===== src/rtl/fp_cmp_pkg.sv =====
// Shared encodings for the floating-point compare/min-max/classify pipeline.
// Op codes, FCLASS bit positions and the canonical quiet NaN.
package fp_cmp_pkg;

  localparam logic [2:0] OP_FEQ    = 3'd0;
  localparam logic [2:0] OP_FLT    = 3'd1;
  localparam logic [2:0] OP_FLE    = 3'd2;
  localparam logic [2:0] OP_FMIN   = 3'd3;
  localparam logic [2:0] OP_FMAX   = 3'd4;
  localparam logic [2:0] OP_FCLASS = 3'd5;

  localparam int CLS_NEG_INF  = 0;
  localparam int CLS_NEG_NORM = 1;
  localparam int CLS_NEG_SUB  = 2;
  localparam int CLS_NEG_ZERO = 3;
  localparam int CLS_POS_ZERO = 4;
  localparam int CLS_POS_SUB  = 5;
  localparam int CLS_POS_NORM = 6;
  localparam int CLS_POS_INF  = 7;
  localparam int CLS_SNAN     = 8;
  localparam int CLS_QNAN     = 9;
  localparam int CLS_BITS     = 10;

  localparam int MAX_W = 64;

  // Positive sign, exponent all-ones, only the fraction MSB set.
  function automatic logic [MAX_W-1:0] canonical_nan(input int exp_w, input int sig_w);
    logic [MAX_W-1:0] v;
    v = '0;
    for (int i = 0; i < MAX_W; i++) begin
      if (i >= sig_w && i < sig_w + exp_w) v[i] = 1'b1;
      if (i == sig_w - 1) v[i] = 1'b1;
    end
    return v;
  endfunction

endpackage


===== src/rtl/fp_cmp_core.sv =====
// Combinational classify, compare and min/max select for one FP op.
// Produces the full-width result and the invalid-operation flag.
module fp_cmp_core
  import fp_cmp_pkg::*;
#(
  parameter int SIG_WIDTH = 23,
  parameter int EXP_WIDTH = 8,
  localparam int W = SIG_WIDTH + EXP_WIDTH + 1
) (
  input  logic [W-1:0] i_a,
  input  logic [W-1:0] i_b,
  input  logic [2:0]   i_op,
  output logic [W-1:0] o_result,
  output logic         o_nv
);

  localparam logic [MAX_W-1:0] CNAN_FULL = canonical_nan(EXP_WIDTH, SIG_WIDTH);
  localparam logic [W-1:0]     CNAN      = CNAN_FULL[W-1:0];

  logic                 w_sign_a, w_sign_b;
  logic [EXP_WIDTH-1:0] w_exp_a, w_exp_b;
  logic [SIG_WIDTH-1:0] w_frac_a, w_frac_b;
  logic [W-2:0]         w_mag_a, w_mag_b;

  assign w_sign_a = i_a[W-1];
  assign w_sign_b = i_b[W-1];
  assign w_exp_a  = i_a[W-2 -: EXP_WIDTH];
  assign w_exp_b  = i_b[W-2 -: EXP_WIDTH];
  assign w_frac_a = i_a[SIG_WIDTH-1:0];
  assign w_frac_b = i_b[SIG_WIDTH-1:0];
  assign w_mag_a  = i_a[W-2:0];
  assign w_mag_b  = i_b[W-2:0];

  logic w_nan_a, w_snan_a, w_qnan_a, w_inf_a, w_zero_a, w_sub_a, w_norm_a;
  logic w_nan_b, w_snan_b, w_zero_b;

  assign w_nan_a  = (&w_exp_a) & (|w_frac_a);
  assign w_snan_a = w_nan_a & ~w_frac_a[SIG_WIDTH-1];
  assign w_qnan_a = w_nan_a & w_frac_a[SIG_WIDTH-1];
  assign w_inf_a  = (&w_exp_a) & ~(|w_frac_a);
  assign w_zero_a = ~(|w_exp_a) & ~(|w_frac_a);
  assign w_sub_a  = ~(|w_exp_a) & (|w_frac_a);
  assign w_norm_a = ~(&w_exp_a) & (|w_exp_a);

  assign w_nan_b  = (&w_exp_b) & (|w_frac_b);
  assign w_snan_b = w_nan_b & ~w_frac_b[SIG_WIDTH-1];
  assign w_zero_b = ~(|w_exp_b) & ~(|w_frac_b);

  // Total order with -0 below +0 drives min/max; the numeric compare then treats zeros as equal.
  logic w_lt_tot, w_lt, w_eq, w_both_zero, w_any_nan, w_any_snan;

  assign w_both_zero = w_zero_a & w_zero_b;
  assign w_lt_tot    = (w_sign_a != w_sign_b) ? w_sign_a :
                       (w_sign_a ? (w_mag_b < w_mag_a) : (w_mag_a < w_mag_b));
  assign w_lt        = w_lt_tot & ~w_both_zero;
  assign w_eq        = (i_a == i_b) | w_both_zero;
  assign w_any_nan   = w_nan_a | w_nan_b;
  assign w_any_snan  = w_snan_a | w_snan_b;

  logic [CLS_BITS-1:0] w_cls;

  always_comb begin
    w_cls               = '0;
    w_cls[CLS_NEG_INF]  = w_sign_a & w_inf_a;
    w_cls[CLS_NEG_NORM] = w_sign_a & w_norm_a;
    w_cls[CLS_NEG_SUB]  = w_sign_a & w_sub_a;
    w_cls[CLS_NEG_ZERO] = w_sign_a & w_zero_a;
    w_cls[CLS_POS_ZERO] = ~w_sign_a & w_zero_a;
    w_cls[CLS_POS_SUB]  = ~w_sign_a & w_sub_a;
    w_cls[CLS_POS_NORM] = ~w_sign_a & w_norm_a;
    w_cls[CLS_POS_INF]  = ~w_sign_a & w_inf_a;
    w_cls[CLS_SNAN]     = w_snan_a;
    w_cls[CLS_QNAN]     = w_qnan_a;
  end

  always_comb begin
    o_result = '0;
    o_nv     = 1'b0;
    case (i_op)
      OP_FEQ: begin
        o_result[0] = ~w_any_nan & w_eq;
        o_nv        = w_any_snan;
      end
      OP_FLT: begin
        o_result[0] = ~w_any_nan & w_lt;
        o_nv        = w_any_nan;
      end
      OP_FLE: begin
        o_result[0] = ~w_any_nan & (w_lt | w_eq);
        o_nv        = w_any_nan;
      end
      OP_FMIN, OP_FMAX: begin
        o_nv = w_any_snan;
        if (w_nan_a & w_nan_b)      o_result = CNAN;
        else if (w_nan_a)           o_result = i_b;
        else if (w_nan_b)           o_result = i_a;
        else if (i_op == OP_FMIN)   o_result = w_lt_tot ? i_a : i_b;
        else                        o_result = w_lt_tot ? i_b : i_a;
      end
      OP_FCLASS: begin
        o_result[CLS_BITS-1:0] = w_cls;
      end
      default: begin
        o_result = '0;
        o_nv     = 1'b0;
      end
    endcase
  end

endmodule


===== src/rtl/fp_cmp_pipe.sv =====
// Pipelined FP compare/min-max/classify unit with valid/ready handshake.
// All evaluation happens ahead of stage 0; later slices only carry results and tags.
module fp_cmp_pipe
  import fp_cmp_pkg::*;
#(
  parameter int SIG_WIDTH = 23,
  parameter int EXP_WIDTH = 8,
  parameter int STAGES    = 2,
  parameter int TAG_WIDTH = 5,
  localparam int W = SIG_WIDTH + EXP_WIDTH + 1
) (
  input  logic                 clk,
  input  logic                 rst_n,
  input  logic                 flush,
  input  logic                 in_valid,
  output logic                 in_ready,
  input  logic [2:0]           in_op,
  input  logic [W-1:0]         in_a,
  input  logic [W-1:0]         in_b,
  input  logic [TAG_WIDTH-1:0] in_tag,
  output logic                 out_valid,
  input  logic                 out_ready,
  output logic [W-1:0]         out_result,
  output logic                 out_nv,
  output logic [TAG_WIDTH-1:0] out_tag
);

  logic [W-1:0] w_result;
  logic         w_nv;

  fp_cmp_core #(
    .SIG_WIDTH(SIG_WIDTH),
    .EXP_WIDTH(EXP_WIDTH)
  ) u_core (
    .i_a      (in_a),
    .i_b      (in_b),
    .i_op     (in_op),
    .o_result (w_result),
    .o_nv     (w_nv)
  );

  logic                 w_v   [STAGES];
  logic                 w_adv [STAGES];
  logic [W-1:0]         w_res [STAGES];
  logic                 w_flg [STAGES];
  logic [TAG_WIDTH-1:0] w_tag [STAGES];

  for (genvar g = 0; g < STAGES; g++) begin : g_stage
    logic                 w_in_v;
    logic [W-1:0]         w_in_res;
    logic                 w_in_nv;
    logic [TAG_WIDTH-1:0] w_in_tag;
    logic                 r_v;
    logic [W-1:0]         r_res;
    logic                 r_nv;
    logic [TAG_WIDTH-1:0] r_tag;

    if (g == 0) begin : g_head
      assign w_in_v   = in_valid;
      assign w_in_res = w_result;
      assign w_in_nv  = w_nv;
      assign w_in_tag = in_tag;
    end else begin : g_body
      assign w_in_v   = w_v[g-1];
      assign w_in_res = w_res[g-1];
      assign w_in_nv  = w_flg[g-1];
      assign w_in_tag = w_tag[g-1];
    end

    // A slice may take new data when empty, so bubbles collapse under a stalled tail.
    if (g == STAGES - 1) begin : g_tail
      assign w_adv[g] = ~r_v | out_ready;
    end else begin : g_mid
      assign w_adv[g] = ~r_v | w_adv[g+1];
    end

    always_ff @(posedge clk) begin
      if (!rst_n) begin
        r_v   <= 1'b0;
        r_res <= '0;
        r_nv  <= 1'b0;
        r_tag <= '0;
      end else begin
        if (flush)          r_v <= 1'b0;
        else if (w_adv[g])  r_v <= w_in_v;
        if (w_adv[g] && w_in_v) begin
          r_res <= w_in_res;
          r_nv  <= w_in_nv;
          r_tag <= w_in_tag;
        end
      end
    end

    assign w_v[g]   = r_v;
    assign w_res[g] = r_res;
    assign w_flg[g] = r_nv;
    assign w_tag[g] = r_tag;
  end

  assign in_ready   = w_adv[0];
  assign out_valid  = w_v[STAGES-1];
  assign out_result = w_res[STAGES-1];
  assign out_nv     = w_flg[STAGES-1];
  assign out_tag    = w_tag[STAGES-1];

endmodule


===== config.mk =====
export PLATFORM = sky130hd
export DESIGN_NAME = fp_cmp_pipe
export DESIGN_NICKNAME = d
export VERILOG_FILES = /design/src/rtl/fp_cmp_pkg.sv /design/src/rtl/fp_cmp_core.sv /design/src/rtl/fp_cmp_pipe.sv
export SDC_FILE = /design/constraint.sdc
export NUM_CORES = 1
export LEC_CHECK = 0
export CELL_PAD_IN_SITES_DETAIL_PLACEMENT = 1
export CELL_PAD_IN_SITES_GLOBAL_PLACEMENT = 1
export CORE_MARGIN = 2
export CORE_UTILIZATION = 36
export CTS_BUF_LIST = sky130_fd_sc_hd__clkbuf_8
export DETAILED_ROUTE_END_ITERATION = 6
export HOLD_SLACK_MARGIN = 0.06
export PLACE_DENSITY = 0.8
export SKIP_CTS_REPAIR_TIMING = 1
export SLEW_MARGIN = 15
export SYNTH_ARGS = -nofsm -noshare
export SYNTH_HDL_FRONTEND = slang
export SYNTH_SLANG_ARGS = --single-unit

===== constraint.sdc =====
create_clock -name clk -period 3.5 [get_ports clk]
set_input_delay 0.7 -clock clk [delete_from_list [all_inputs] [get_ports clk]]
set_output_delay 0.7 -clock clk [all_outputs]
set_load 0.005 [all_outputs]

==> results.ini, run 1 <==
[status]
status = finished, violations left
violations = negative setup slack

[setup_path]
cp.buffers_inverters = 2
critPathLaunchType = primary input
crit_family = compound AO/OA/AOI/OAI gates
crit_chain = clkdlybuf4s50_1, ha_4, nand3_2, nor2_2, nand2_1, or4_1, mux2_4, a21o_1, a31oi_4, clkbuf_16, mux2i_1, o221ai_1
reg2reg_from = out_valid
cp_slowest_cell = clkdlybuf4s50_1
ff2ff_setup_slack_ns = 1.40
crit_fanout = 6
required_ns = 3.71
ff2ff_path_depth = 7
cpPeakStageDelay_ns = 0.48
crit_path_end_kind = flop
r2r-end = g_stage[0].r_res[5]
cp_data_arrival_time_ns = 3.78
path_class = in2reg

[timing]
period_share = 1.02
max_freq_mhz = 280
min_period_ns = 3.57
hold_violations = 0
worst_pin_slew_ns = 1.03
setup_viol = 1
slew_violations = 0
skew_ns = 0.0149
hold_ws_ns = 0.452
final.setup.worst_slack_ns = -0.0717
slew_headroom = 0.307

[power_and_ir_drop]
power.total_w = 0.00233
p_sw_w = 0.000615
seqPwrFrac = 0.394
power_frac_clock = 0.358
comb_power_share = 0.247
intPower_w = 0.00172
cellPowerDensity_nw_per_um2 = 331
p_leak_nw = 3.24
p_sw_frac = 0.264
max-vdd-ir-drop_mv = 0.193

[logic_synthesis]
seq_area_frac_synth = 0.360
synth_cell_types = 43
netlist_top_cells_area = dfxtp_1 36%, nand2_1 12%, ha_1 9.5%
post-synth-top-area-cell = dfxtp_1
synthCells = 542
yosysWarnings = 0
syn_area_per_cell_um2 = 8.01
synth-seq-cells = 78
synth_ff_type = dfxtp_1
async_flop_share = 0
synth_area_um2 = 4340
synth_nets = 652
synth_edf_count = 0
synth_top_cell_area_share = 0.360

[floorplan]
die_area_um2 = 13000
initial_core_util = 0.364
core_area_um2 = 11900
die_h_um = 114
ioPinCount = 117
std_cell_rows = 40
die_w_um = 114

[detailed_routing]
num_vias = 4929
remaining_drc_errors = 0
wirelength_um = 18000
wire_per_inst_um = 20.1
firstDrtPassIters = 5
ant_nets = 0
routed_via_density = 5.51
drtIter0Drc = 366

[global_route]
grt_max_degree = 39
grt_pass1_wl_um = 25200
track_usage = 0.246
antenna_found_initial = 0
grt_pass1_vias = 5081
globalRouteOverflowTotal = 0

[clock_network]
ctsHtreeMaxLevel = 3
clk-insertion-delay-late_ns = 0.37
cts_sinks = 78
cts_tree = yes
numCtsBuffers = 9
cts-root-buf = clkbuf_8
cts.reportedPaths.clkPinSlew_ns = 0.09
cts_max_path_buffers = 2

[place]
portBuffers = 116
gp_congestion = 0.960
dp.final_hpwl_um = 12800
preCtsSetupSlack_ns = -0.582

[min_path]
min_path_type = reg2reg
holdPathStages = 2
hp-start = g_stage[0].r_res[18]
min_to = g_stage[0].r_res[18]

[finish]
nets = 852
drive_above_1_share = 0.218
area_growth_pct = 62.2
insertedDiodeCount = 0

[flow_run]
maxCapViolations = 0

[state kept, by name (all words and copies together) (netlist names)]
signal         count
g_stage.r_nv       1
out_valid          1
out_result        32
out_tag            5
g_stage.r_tag      5
g_stage.r_v        1
g_stage.r_res     32
out_nv             1
[tightest hold or removal path, stage by stage (launching register included)]
cell	delay [ns]
dfxtp_1	0.31
nand2_1	0.05
o21ai_1	0.05
[power by group through the flow]
stage / logic [W] / registers [W] / clock network [W]
after detailed placement: 0.000478 / 0.000940 / 0
after global routing: 0.000612 / 0.000922 / 0.000885
final: 0.000576 / 0.000920 / 0.000836
after global placement: 0.000458 / 0.000939 / 0
after floorplan: 0.000217 / 0.000936 / 0
after CTS: 0.000481 / 0.000919 / 0.000837
[cell usage in the layout, fill, tap and decap left out, types with 3 or more instances in the layout]
cell / instances
clkbuf_8: 11
nand4_1: 13
inv_2: 13
nor2b_1: 4
ha_4: 17
dlymetal6s2s_1: 58
clkdlybuf4s50_1: 58
a211oi_2: 3
nand2b_1: 3
nand2_1: 135
a21oi_2: 3
nand3_1: 7
nor3_1: 7
o221ai_1: 8
mux2i_1: 21
buf_4: 89
a21boi_0: 45
nor4_1: 14
o211ai_1: 4
nor2_1: 18
mux2i_2: 6
dfxtp_1: 78
o21ai_1: 15
bufinv_16: 3
a21oi_1: 16
inv_1: 24
ha_1: 16
o21ai_0: 20
[cell families after synthesis]
kind of cell	after synthesis	synth area share
AOI/OAI and AO/OA	128	0.200
buffers and inverters	56	0.0548
muxes	29	0.0672
adders and majority gates	33	0.0951
DFF	78	0.360
and+or+nand+nor	218	0.223
[cell usage after synthesis (9+ instances only)]
library cell,instances
a21boi_0,45
inv_1,35
nor4_1,14
nand4_1,13
dfxtp_1,78
ha_1,33
o21ai_1,9
nor2_1,20
a21oi_1,19
o21ai_0,26
mux2i_1,28
clkbuf_1,17
nand2_1,136
[cell type report]
type,instances,area [µm²]
clock buffer,11,151
clock inverter,5,97.6
fill,1383,4870
inverter,35,131
multi-input combinational,408,2840
sequential,78,1560
tap,147,184
timing repair buffer,210,2070
[worst max path at each step]
stage,from,endpoint,slack (ns),cells past startpoint
2_1_floorplan,in_a[2],g_stage[0].r_res[22],0.20,13
3_3_place_gp,in_a[2],g_stage[0].r_res[22],-0.44,13
3_5_place_dp,in_a[4],g_stage[0].r_res[5],-0.58,13
4_1_cts,in_a[4],g_stage[0].r_res[5],-0.21,13
5_1_grt,in_b[29],g_stage[0].r_res[2],-0.13,12
6_report,in_b[29],g_stage[0].r_res[2],-0.07,12
[stage by stage]
stage	TNS [ns]	cells	util	instance area, µm²
after floorplan	0	542	-	4340
after global placement	-11.66	874	0.527	6270
after detailed placement	-15.24	874	0.527	6270
after CTS	-3.91	890	0.547	6520
after global routing	-0.354	894	0.591	7040
final	-0.0717	894	0.591	7040
[per-layer routing]
layer  global-route usage  vias up  wire, µm
met5                    0        -         0
met4               0.0959        0       650
met3               0.0239       58       745
met2                0.427      195      8950
met1                0.316     2370      7610
li1                     -     2306         -
No activity file was read; power rests on OpenSTA's default activity.
==> run 2, diff against run 1 <==
--- a/config.mk
+++ b/config.mk
@@ -10,6 +10,7 @@
 export CORE_MARGIN = 2
 export CORE_UTILIZATION = 36
 export CTS_BUF_LIST = sky130_fd_sc_hd__clkbuf_8
+export CTS_CLUSTER_DIAMETER = 100
 export DETAILED_ROUTE_END_ITERATION = 6
 export HOLD_SLACK_MARGIN = 0.06
 export PLACE_DENSITY = 0.8
==> results of run 2 <==
The final DEF is identical to that of run 1; final timing and power are the same.
